### src/rtl/fetch_pkg.sv
// Shared types and constants for the instruction-fetch controller.
// FETCH_ALIGN_CHECK_EN adds the terminal FAULT state to the encoding.
package fetch_pkg;

    localparam logic [31:0] PC_INCR          = 32'd4;
    localparam logic [31:0] DEFAULT_RESET_PC = 32'h0000_0000;
    localparam logic [31:0] ALIGN_MASK       = 32'hFFFF_FFFC;

`ifdef FETCH_ALIGN_CHECK_EN
    typedef enum logic [2:0] {
        IDLE,
        REQ,
        HOLD,
        DRAIN,
        FAULT
    } fetch_state_e;
`else
    typedef enum logic [1:0] {
        IDLE,
        REQ,
        HOLD,
        DRAIN
    } fetch_state_e;
`endif

    function automatic logic [31:0] align_pc(input logic [31:0] addr);
        return addr & ALIGN_MASK;
    endfunction

endpackage

### src/rtl/fetch_out_buf.sv
// Holding register for the instruction presented to decode.
// Supports load, flush and stall-hold; free tells the sequencer a new word can land.
module fetch_out_buf
    import fetch_pkg::*;
(
    input  logic        clk,
    input  logic        reset,
    input  logic        load,
    input  logic        flush,
    input  logic        stall,
    input  logic [31:0] load_instr,
    input  logic [31:0] load_pc,
    output logic        if_valid,
    output logic [31:0] if_instr,
    output logic [31:0] if_pc,
    output logic [31:0] if_pc_plus4,
    output logic        free
);

    assign free = !if_valid || !stall;

    always_ff @(posedge clk) begin
        if (!reset) begin
            if_valid    <= 1'b0;
            if_instr    <= 32'h0000_0000;
            if_pc       <= 32'h0000_0000;
            if_pc_plus4 <= 32'h0000_0000;
        end else if (flush) begin
            if_valid <= 1'b0;
        end else if (load) begin
            if_valid    <= 1'b1;
            if_instr    <= load_instr;
            if_pc       <= load_pc;
            if_pc_plus4 <= load_pc + PC_INCR;
        end else if (if_valid && !stall) begin
            if_valid <= 1'b0;
        end
    end

endmodule

### src/rtl/fetch_ctrl.sv
// Instruction-fetch sequencer: owns the PC, drives the req/ack memory port, applies redirects.
// FETCH_ALIGN_CHECK_EN adds fetch_fault and a terminal FAULT state for misaligned redirects.
module fetch_ctrl
    import fetch_pkg::*;
#(
    parameter logic [31:0] RESET_PC = DEFAULT_RESET_PC
) (
    input  logic        clk,
    input  logic        reset,
    input  logic        redirect,
    input  logic [31:0] redirect_pc,
    input  logic        stall,
    output logic        imem_req,
    output logic [31:0] imem_addr,
    input  logic        imem_ack,
    input  logic [31:0] imem_rdata,
    output logic        if_valid,
    output logic [31:0] if_instr,
    output logic [31:0] if_pc,
    output logic [31:0] if_pc_plus4
`ifdef FETCH_ALIGN_CHECK_EN
    ,
    output logic        fetch_fault
`endif
);

    // state | meaning
    // IDLE  | first cycle out of reset, no request
    // REQ   | request at pc while the output slot is free
    // HOLD  | decode stalled on a live instruction, no request
    // DRAIN | wait out the ack of a request abandoned by a redirect
    // FAULT | misaligned redirect seen, fetch halted until reset

    fetch_state_e state;
    fetch_state_e state_nxt;
    logic [31:0]  pc;
    logic [31:0]  pc_nxt;
    logic [31:0]  drain_addr;
    logic [31:0]  redirect_tgt;
    logic         slot_free;
    logic         buf_load;
    logic         buf_flush;
    logic         halted;

`ifdef FETCH_ALIGN_CHECK_EN
    logic fault_nxt;
    assign redirect_tgt = redirect_pc;
    assign halted       = (state == FAULT);
`else
    assign redirect_tgt = align_pc(redirect_pc);
    assign halted       = 1'b0;
`endif

    always_comb begin
        state_nxt = state;
        pc_nxt    = pc;
        imem_req  = 1'b0;
        imem_addr = pc;
        buf_load  = 1'b0;
        buf_flush = 1'b0;
`ifdef FETCH_ALIGN_CHECK_EN
        fault_nxt = fetch_fault;
`endif

        // A request goes out only when its data could land, so an ack never meets a full slot.
        case (state)
            REQ:     imem_req = slot_free;
            DRAIN: begin
                imem_req  = 1'b1;
                imem_addr = drain_addr;
            end
            default: imem_req = 1'b0;
        endcase

        if (redirect && !halted) begin
            buf_flush = 1'b1;
            pc_nxt    = redirect_tgt;
            state_nxt = (imem_req && !imem_ack) ? DRAIN : REQ;
        end else begin
            case (state)
                IDLE: state_nxt = REQ;
                REQ: begin
                    if (imem_req && imem_ack) begin
                        buf_load = 1'b1;
                        pc_nxt   = pc + PC_INCR;
                        if (stall) begin
                            state_nxt = HOLD;
                        end
                    end else if (!slot_free) begin
                        state_nxt = HOLD;
                    end
                end
                HOLD: begin
                    if (slot_free) begin
                        state_nxt = REQ;
                    end
                end
                DRAIN: begin
                    if (imem_ack) begin
                        state_nxt = REQ;
                    end
                end
                default: state_nxt = state;
            endcase
        end

`ifdef FETCH_ALIGN_CHECK_EN
        if (redirect && !halted && (redirect_pc[1:0] != 2'b00)) begin
            fault_nxt = 1'b1;
        end
        // A pending fault parks in FAULT once no request is left outstanding.
        if (fault_nxt && (state_nxt == REQ)) begin
            state_nxt = FAULT;
        end
`endif
    end

    always_ff @(posedge clk) begin
        if (!reset) begin
            state      <= IDLE;
            pc         <= RESET_PC;
            drain_addr <= RESET_PC;
`ifdef FETCH_ALIGN_CHECK_EN
            fetch_fault <= 1'b0;
`endif
        end else begin
            state      <= state_nxt;
            pc         <= pc_nxt;
            drain_addr <= imem_addr;
`ifdef FETCH_ALIGN_CHECK_EN
            fetch_fault <= fault_nxt;
`endif
        end
    end

    fetch_out_buf u_out_buf (
        .clk         (clk),
        .reset       (reset),
        .load        (buf_load),
        .flush       (buf_flush),
        .stall       (stall),
        .load_instr  (imem_rdata),
        .load_pc     (pc),
        .if_valid    (if_valid),
        .if_instr    (if_instr),
        .if_pc       (if_pc),
        .if_pc_plus4 (if_pc_plus4),
        .free        (slot_free)
    );

    ack_into_free_slot : assert property (
        @(posedge clk) disable iff (!reset)
        (state == REQ && imem_ack && !redirect) |-> slot_free
    );

endmodule

### config.mk
export PLATFORM = sky130hd
export DESIGN_NAME = fetch_ctrl
export DESIGN_NICKNAME = d
export VERILOG_FILES = /design/src/rtl/fetch_pkg.sv /design/src/rtl/fetch_out_buf.sv /design/src/rtl/fetch_ctrl.sv
export SDC_FILE = /design/constraint.sdc
export NUM_CORES = 1
export LEC_CHECK = 0
export BUFFER_PORTS_ARGS = -buffer_cell sky130_fd_sc_hd__buf_2
export CORE_ASPECT_RATIO = 0.7
export CORE_MARGIN = 2
export CORE_UTILIZATION = 50
export DETAILED_ROUTE_END_ITERATION = 7
export MAX_ROUTING_LAYER = met4
export PLACE_DENSITY = 0.82
export RECOVER_POWER = 100
export SETUP_SLACK_MARGIN = 0.3
export SLEW_MARGIN = 20
export SYNTH_ARGS = -nofsm -noshare
export SYNTH_HDL_FRONTEND = slang
export SYNTH_SLANG_ARGS = --single-unit
### constraint.sdc
create_clock -name clk -period 6.7 [get_ports clk]
set_clock_uncertainty 0.05 [all_clocks]
set_input_delay 0 -clock clk [delete_from_list [all_inputs] [get_ports clk]]
set_output_delay 0 -clock clk [all_outputs]
set_load 0.05 [all_outputs]
=== Word-level counts from Yosys, hierarchy flattened ===
Index checks and enable logic that the tools add are counted.

* Reductions and logical operators: 17
* Bitwise operators: 2
* Add/sub/neg operators: 1
* Eq/ne operators: 7
* Multiplexer cells: 19

{| class="wikitable"
|+ Operators by type and width
! kind !! number
|-
| $mux 32 || 4
|-
| $add 32x3->32 const B || 1
|-
| $mux 2 || 7
|-
| $ne 4x4->1 const B || 2
|-
| $pmux 2 s4 || 1
|-
| $mux 1 || 6
|-
| $ne 3x3->1 const B || 2
|-
| $reduce_and 2->1 || 3
|-
| $reduce_bool 2->1 || 3
|-
| $eq 2x2->1 const B || 2
|-
| $reduce_and 4->1 || 1
|-
| $reduce_or 2->1 || 2
|-
| $logic_and 1x1->1 || 3
|-
| $logic_not 1->1 || 3
|-
| $eq 2x1->1 const B || 1
|-
| $logic_not 2->1 || 1
|-
| $not 1->1 || 2
|-
| $pmux 1 s2 || 1
|-
| $logic_or 1x1->1 || 1
|}

* Output and inout bits: 130
* Bits of input ports: 69
* Register bits: 163
* Logic and storage cells: 54

=== Depth between registers and ports, before layout ===
Gate-level depths: netlist (run 1).

* Word-level depth: 8
* Gate-level depth with buffers: 8
* Depth with buffers taken out: 5

=== Hierarchy ===
From an unflattened synthesis (run 1), not the netlist that was laid out.

* Cells, all modules: 814
* Area total of the unflattened synthesis: 7,184.4 um2

{| class="wikitable"
|+ By module, submodules not included
! module !! instances !! sequential area each (um2) !! cells an instance !! area an instance (um2)
|-
| fetch_out_buf || 1 || 1,901.8 || 474 || 4,001.3
|-
| fetch_ctrl || 1 || 1,281.2 || 340 || 3,183.1
|}

=== Worst setup path after synthesis (run 1) ===
Ideal clock, no wire load.

* Kind: register -> register
* Start point: register pc[2]
* End point: register pc[20]
* Stages on the path, launching flop included: 6
* Slack: 4,437 ps
* Library setup time: 118 ps
* Arrival: 2,095 ps
* Clock period less this slack: 2,263 ps
* Cells stage by stage: dfxtp_1 > ha_1 > nand3_2 > or4_4 > or4b_2 > o2111a_1

* Cells in the longest elaborated chain, start to end: 4

{| class="wikitable"
|+ RTL lines
! item !! line !! source
|-
| start: declaration || fetch_ctrl.sv:36 || <nowiki>logic [31:0] pc;</nowiki>
|-
| start signal: assignment || fetch_ctrl.sv:128 || <nowiki>pc <= pc_nxt;</nowiki>
|-
| $add 32x3->32 || fetch_ctrl.sv:85 || <nowiki>pc_nxt = pc + PC_INCR;</nowiki>
|-
| $mux 32 || fetch_ctrl.sv:83 || <nowiki>if (imem_req && imem_ack) begin</nowiki>
|-
| $mux 32 || fetch_ctrl.sv:80 || <nowiki>case (state)</nowiki>
|-
| $mux 32 || fetch_ctrl.sv:75 || <nowiki>if (redirect && !halted) begin</nowiki>
|}

Every way passes these cells. The select of a mux whose other input is x is not followed.
A chain may end at the register's enable or synchronous reset.

==> impl_metrics.tcl, run 1 <==
set metrics [dict create \
    startpoint_type "input port" \
    place_congestion 0.860 \
    setup_viol 0 \
    grt_first_pass_wirelength_um 32100 \
    nets 1082 \
    yosysWarningCount 0 \
    wl_per_cell_um 17.0 \
    dp_slack_ps 4020 \
    clk_pin_slew_worst_paths_ps 60 \
    async_flop_share_pct 0 \
    ctsResizeCount 0 \
    comb_power_share_pct 14.3 \
    rsz0062_at_grt "false" \
    post-route-period-util_pct 62.7 \
    cts_sinks 157 \
    syn_to_final_growth_pct 29.2 \
    sw_frac_of_total_pct 28.6 \
    synth_edf_count 0 \
    antenna_found_initial 0 \
    cts_made_buffers 17 \
    n_antenna_cell 0 \
    synth.distinct_cells 54 \
    syn_area_um2 6780 \
    die_x_um 143 \
    leakagePower_nw 3.11 \
    clockPowerShare_pct 41.7 \
    instances_no_fill 1209 \
    status "finished, violations left" \
    setup_tns_ps 0 \
    synth_common_cells "dfxtp_1, nand2_1, a21oi_1" \
    max_freq_mhz 238 \
    grt_pass1_vias 6328 \
    layout_setup_ws_ps 2500 \
    core_um2 13200 \
    cp.arrival_ps 4500 \
    finish.utilization_pct 66.5 \
    cts-htree-levels 4 \
    required_ps 7000 \
    drt_first_pass_iters 5 \
    ir_drop_uv 204 \
    min_period_ps 4200 \
    avgViaCountPerCell 5.66 \
    grt_max_degree 85 \
    die-area_um2 14500 \
    cts_tree "yes" \
    yosysSeqAreaShare_pct 46.3 \
    postRouteAntennaNets 0 \
    yosys.cell_count.top_type "dfxtp_1" \
    drc_errors 0 \
    port_buffers 192 \
    cts.root.buffer_cell "clkbuf_16" \
    cts_max_path_buffers 2 \
    sequentialPowerShare_pct 44.0 \
    synth.area.top_cells "dfxtp_1, nand2_1, a21oi_1, mux2_2, o21ai_0" \
    endpoint_kind "flop" \
    power_density_nw_per_um2 266 \
    hpwl_um 12600 \
    fillers 1126 \
    ys_ff_latch 157 \
    path_class "input port to flop" \
    worstSkewPairLatency_ps 420 \
    maxSlewHeadroom_pct -118 \
    start_util_pct 51.5 \
    track_usage_pct 28.9 \
    maxSlewViolCount 112 \
    rows 35 \
    synth.avg_cell_area_um2 8.39 \
    via_count 6838 \
    hold_viol_final 0 \
    routed_wl_um 20500 \
    p_int_mw 1.66 \
    syn_inst 808 \
    drtIter0Drc 610 \
    overflow 0 \
    dieHeight_um 101 \
    io_pins 199 \
    synth_top_cell_by_area "dfxtp_1" \
    synth_top_cell_area_share_pct 46.3 \
    fin_hold_ws_ps 44.1 \
    layout-drive-gt1-share_pct 13.7 \
    crit_fanout 84 \
    worst_pin_slew_ps 3270 \
    synthFlopType "dfxtp_1" \
    maxCapViolCount 2 \
    place_inst 1114 \
    worst_hold_path_type "input port to flop" \
    p_switching_mw 0.667 \
    post_cts_buffers 0 \
    violations "capacitance limit, slew limit" \
]
==> cell families (layout without fill, tap and decap cells) <==
group	count (synthesis)	in the layout	share of synthesized area, %
other	1	4	0.0553
AND/OR/NAND/NOR	306	306	22.9
buffers and inverters	85	298	5.33
adder cells (fa/ha/maj)	1	1	0.184
multiplexers	30	30	4.98
XOR/XNOR	19	19	2.45
flip-flops	157	157	46.3
AO/OA/AOI/OAI	209	209	17.8
==> cells in the final DEF, fill, tap and decap left out, types with 9 or more instances in the layout <==
cell type	n
a31oi_1	27
clkbuf_16	17
nand4_1	15
dlygate4sd3_1	64
mux2_1	9
o21ai_0	61
nor4_1	9
or3_1	16
and2_1	24
nor2_1	19
nand3_1	13
mux2_2	21
buf_2	76
a211oi_1	11
o31ai_1	17
a21oi_1	77
xnor2_1	11
nand2_1	146
clkbuf_1	122
dfxtp_1	157
and2_0	10
or4_1	16
==> worst max-delay path, stage by stage <==
cell and delay (ps):
buf_2 70, clkbuf_1 2290, inv_2 930, buf_4 600, nor4_1 290, nand4_1 140, nand3_1 110
==> layout make-up <==
cell class                      instances  area [um2]  area share (%)
Clock buffer                           21         440            5.02
Multi-Input combinational cell        569        3300            37.6
Inverter                                5        18.8           0.214
Clock inverter                         10         143            1.63
Tap cell                              185         231            2.64
Sequential cell                       157        3140            35.9
Timing Repair Buffer                  262        1490            17.0
==> power groups by stage <==
stage	logic, mW	registers (mW)	clock network, mW
6_report	0.333	1.03	0.971
5_1_grt	0.356	1.03	1.02
4_1_cts	0.339	1.02	0.975
3_5_place_dp	0.308	1.04	0
3_3_place_gp	0.306	1.04	0
2_1_floorplan	0.186	1.08	0
==> registers in the layout (all words and copies together), names as in the netlist <==
| register | cells |
|---|---|
| drain_addr | 32 |
| u_out_buf.if_instr | 32 |
| pc | 30 |
| u_out_buf.if_pc | 30 |
| u_out_buf.if_pc_plus4 | 30 |
| state | 2 |
| u_out_buf.if_valid | 1 |
==> path summary, 6_finish.rpt <==
kind | endpoint | slack (ps) | start | cells past startpoint
setup / recovery | pc[26] | 2500 | reset | 7
hold / removal | pc[25] | 40 | redirect | 3
setup reg to reg | pc[20] | 3770 | pc[2] | 5
hold reg to reg | u_out_buf.if_instr[29] | 400 | u_out_buf.if_instr[29] | 2
==> metrics by stage <==
stage / total power, mW / cell area, um2
2_1_floorplan: 1.27 / 6790
3_5_place_dp: 1.35 / 7700
3_3_place_gp: 1.35 / 7700
6_report: 2.33 / 8770
4_1_cts: 2.34 / 8920
5_1_grt: 2.41 / 8770
==> repair_timing <==
item / 4_1_cts / 5_1_grt
hold endpoints to repair: 64 / 0
hold buffers: 64 / 0
endpoints found under the setup margin: 0 / 0
==> per-layer routing <==
layer  vias up  wire length, um  global-route usage, %
li1       3265                -                      -
met1      3203             9150                   37.8
met2       319             8950                   42.8
met3        51             1900                   8.18
met4         0              491                   10.7
met5         -                0                      -
(Power assumes the default switching activity.)
==> run 2, diff against run 1 <==
Clock period 6.7 ns to 4.3 ns, I/O delays scaled along.
==> run 2 against run 1 <==
Compared with the run above: the run still ends with capacitance limit, slew limit left; worst hold slack got worse by 8.0 ps; first-iteration DRC count shrank 5.6%; critical endpoint is now imem_addr[9]; count of clock-buffer cells in the layout is 2 lower; largest power group unchanged; via count down 0.92%; final cell count grew 0.17%; critical path depth is 3 lower; register-to-register slack lost 2500 ps; combinational power up 56%; sequential share of layout area fell by 0.17 points; wire length decreased by 0.88%; power increased by 59%.
==> impl_metrics.tcl, run 2 (synthesized netlist as in run 1, its figures left out) <==
set metrics [dict create \
    dp_slack_ps 1700 \
    ctsResizeCount 0 \
    place_area_um2 7720 \
    n_antenna_cell 0 \
    min_period_ps 3200 \
    finish.utilization_pct 66.8 \
    setup_viol 0 \
    worst_pin_slew_ps 1630 \
    routed_wl_um 20300 \
    maxSlewViolCount 27 \
    place_inst 1115 \
    antenna_found_initial 0 \
    startpoint_type "flop" \
    avgViaCountPerCell 5.59 \
    hpwl_um 12800 \
    path_class "flop to primary output" \
    hold_viol_final 0 \
    start_util_pct 51.5 \
    reg2reg_setup_slack_ps 1270 \
    place_congestion 0.890 \
    core_um2 13200 \
    rsz0062_at_grt "false" \
    clk_pin_slew_worst_paths_ps 70 \
    power_density_nw_per_um2 421 \
    die-area_um2 14500 \
    instances_no_fill 1211 \
    cts.root.buffer_cell "clkbuf_16" \
    layout_setup_ws_ps 1100 \
    mostFrequentLayoutCell "dfxtp_1" \
    cts-htree-levels 4 \
    required_ps 4250 \
    status "finished, violations left" \
    leakagePower_nw 3.12 \
    fin_hold_ws_ps 36.1 \
    io_pins 199 \
    ir_drop_uv 257 \
    cts_max_path_buffers 2 \
    die_x_um 143 \
    dieHeight_um 101 \
    overflow 0 \
    worstSkewPairLatency_ps 420 \
    grt_pass1_vias 6040 \
    maxCapViolCount 1 \
    regToRegEndpoint "pc[20]" \
    track_usage_pct 28.5 \
    drtIter0Drc 576 \
    max_freq_mhz 313 \
    postRouteAntennaNets 0 \
    cp.arrival_ps 3150 \
    r2r_start "pc[2]" \
    via_count 6775 \
    grt_max_degree 70 \
    port_buffers 192 \
    worst_hold_path_type "input port to flop" \
    cts_made_buffers 17 \
    post-route-period-util_pct 74.3 \
    whs_endpoint "pc[25]" \
    cts_tree "yes" \
    layout-drive-gt1-share_pct 12.8 \
    violations "capacitance limit, slew limit" \
    drt_first_pass_iters 5 \
    layout_common_cells "dfxtp_1, nand2_1, clkbuf_1" \
    post_cts_buffers 0 \
    grt_first_pass_wirelength_um 31400 \
    maxSlewHeadroom_pct -8.70 \
    crit_fanout 26 \
    finalInstanceArea_um2 8810 \
    rows 35 \
    syn_to_final_growth_pct 29.9 \
    nets 1083 \
    endpoint_kind "primary output" \
    ff2ff_path_depth 5 \
    hold_path_depth 3 \
    cts_sinks 157 \
    drc_errors 0 \
    worstHoldStart "redirect" \
    reg_top3 "drain_addr (32), u_out_buf.if_instr (32)" \
    setup_tns_ps 0 \
    total_power_mw 3.71 \
    ctsHoldBuffers 64 \
    wl_per_cell_um 16.8 \
]
run 2: cell type report:
type / instances / area, um2
well taps: 185 / 231
flip-flops and latches: 157 / 3140
inverters: 5 / 18.8
clock buffers: 19 / 443
clock inverters: 13 / 190
multi-input cells: 569 / 3280
repair buffers: 263 / 1500
fillers: 1167 / 4370
run 2: how the worst max path moves through the flow:
stage / from / to / cells after the start
2_1_floorplan: pc[2] / pc[20] / 5
6_report: state[0] / imem_addr[9] / 4
5_1_grt: state[0] / imem_addr[5] / 4
3_3_place_gp: pc[2] / pc[20] / 5
4_1_cts: pc[2] / pc[20] / 5
3_5_place_dp: pc[2] / pc[20] / 5
run 2: power by group:
group / internal (mW) / total [mW] / leakage, nW / switching, mW
clock: 0.991 / 1.59 / 0.307 / 0.600
sequential: 1.52 / 1.60 / 1.28 / 0.0766
combinational: 0.159 / 0.518 / 1.53 / 0.360
run 2: per-layer routing:
metal,wire length (um),GRT usage [%],vias up
met3,2060,9.13,39
met2,8970,41.6,325
met5,0,-,-
li1,-,-,3264
met4,435,9.20,0
met1,8860,37.7,3147
run 2: worst max-delay path: stages, from the launching register on:
cell and delay [ps]:
dfxtp_1 410, nand2_1 220, clkbuf_1 1200, mux2_2 370
clkbuf_1 490
==> run 3, diff against run 2 <==
Clock period 4.3 ns to 3.3 ns, I/O delays scaled along.
==> run 3 against run 2 <==
Compared with the run above: the flow now finishes without violations; critical path depth up 1; largest power group unchanged; combinational power up 33%; final area up 0.26%; sequential cell count unchanged; power up 30%; sequential power up 30%.
==> impl_metrics.tcl, run 3 (synthesized netlist as in run 1, its figures left out) <==
set metrics [dict create \
    post_cts_buffers 0 \
    worst_pin_slew_ps 811 \
    place_area_um2 7760 \
    routed_wl_um 21300 \
    fillers 1133 \
    ctsResizeCount 0 \
    finalInstanceArea_um2 8830 \
    endpoint_kind "flop" \
    io_pins 199 \
    antenna_found_initial 0 \
    worst_hold_path_type "input port to flop" \
    mostFrequentLayoutCell "dfxtp_1" \
    via_count 6922 \
    track_usage_pct 30.0 \
    maxCapViolCount 0 \
    cts_made_buffers 17 \
    startpoint_type "flop" \
    power_density_nw_per_um2 545 \
    grt_max_degree 86 \
    core_um2 13200 \
    syn_to_final_growth_pct 30.2 \
    nets 1088 \
    port_buffers 192 \
    wl_per_cell_um 17.5 \
    min_period_ps 2740 \
    overflow 0 \
    maxSlewHeadroom_pct 45.5 \
    leakagePower_nw 3.13 \
    rows 35 \
    rsz0062_at_grt "false" \
    post-route-period-util_pct 83.1 \
    avgViaCountPerCell 5.70 \
    cp.arrival_ps 3010 \
    setup_tns_ps 0 \
    grt_first_pass_wirelength_um 32700 \
    drtIter0Drc 480 \
    die_x_um 143 \
    crit_fanout 22 \
    grt_pass1_vias 6332 \
    status "completed" \
    ir_drop_uv 403 \
    drc_errors 0 \
    postRouteAntennaNets 0 \
    cts_sinks 157 \
    start_util_pct 51.5 \
    layout-drive-gt1-share_pct 13.7 \
    cts-htree-levels 4 \
    cts.root.buffer_cell "clkbuf_16" \
    drt_first_pass_iters 5 \
    required_ps 3560 \
    n_antenna_cell 0 \
    hold_viol_final 0 \
    hpwl_um 13200 \
    max_freq_mhz 365 \
    clk_pin_slew_worst_paths_ps 70 \
    layout_common_cells "dfxtp_1, nand2_1, clkbuf_1" \
    place_congestion 0.891 \
    dieHeight_um 101 \
    cts_tree "yes" \
    maxSlewViolCount 0 \
    setup_viol 0 \
    reg_top3 "drain_addr (32), u_out_buf.if_instr (32)" \
    cts_max_path_buffers 2 \
    reg2reg_setup_slack_ps 560 \
    die-area_um2 14500 \
    path_class "flop to flop" \
    worstSkewPairLatency_ps 420 \
]
run 3: cell count changes in the layout (fill, tap and decap cells not counted), moves of 3 or more:
cell    delta
buf_4      +6
and2_0     -3
and2_1     +3
inv_6      +3
run 3: routing by layer:
layer  vias to the layer above  share of wire [%]  wire length (um)  GRT usage, %
li1                       3282                  -                 -             -
met1                      3226                 44              9420          40.9
met2                       362                 43              9170          42.4
met3                        52                9.9              2100          8.65
met4                         0                2.9               619          10.9
met5                         -                  0                 0             -
run 3: area by class of cell:
type | count | area [um2] | area share (%)
repair buffers | 268 | 1540 | 17.5
well taps | 185 | 231 | 2.62
inverters | 5 | 18.8 | 0.213
multi-input cells | 569 | 3280 | 37.2
flip-flops and latches | 157 | 3140 | 35.6
clock buffers | 17 | 425 | 4.82
clock inverters | 14 | 185 | 2.10
run 3: final timing paths:
check / cells after the start / endpoint / startpoint
hold reg to reg: 2 / u_out_buf.if_instr[23] / u_out_buf.if_instr[23]
setup reg to reg: 5 / pc[20] / pc[3]
hold / removal: 2 / u_out_buf.if_valid / redirect
setup / recovery: 5 / pc[20] / pc[3]
run 3: worst max-delay path, stage by stage (launching register included):
cell,delay [ps]
dfxtp_1,450
ha_1,280
nand3_1,260
or4_4,750
or4b_2,680
o2111a_1,150
run 3: report_power, final:
part	internal, mW	switching [mW]
registers	1.98	0.0984
logic	0.211	0.477
clock network	1.20	0.841
total	3.39	1.42
run 3: metrics by stage:
step	power, mW	hold slack [ps]	setup slack (ps)	utilization (%)	instances
2_1_floorplan	2.57	58.0	1040	-	811
3_3_place_gp	2.74	191	774	58.8	1120
3_5_place_dp	2.75	200	722	58.8	1120
4_1_cts	4.83	22.6	694	68.3	1215
5_1_grt	4.98	44.5	438	67.0	1215
6_report	4.81	44.5	558	67.0	1215
run 3: what timing repair did:
| item | in CTS | in global routing |
|---|---|---|
| setup endpoints to repair | 0 | 0 |
| hold endpoints to repair | 64 | 0 |
| hold buffers | 64 | 0 |
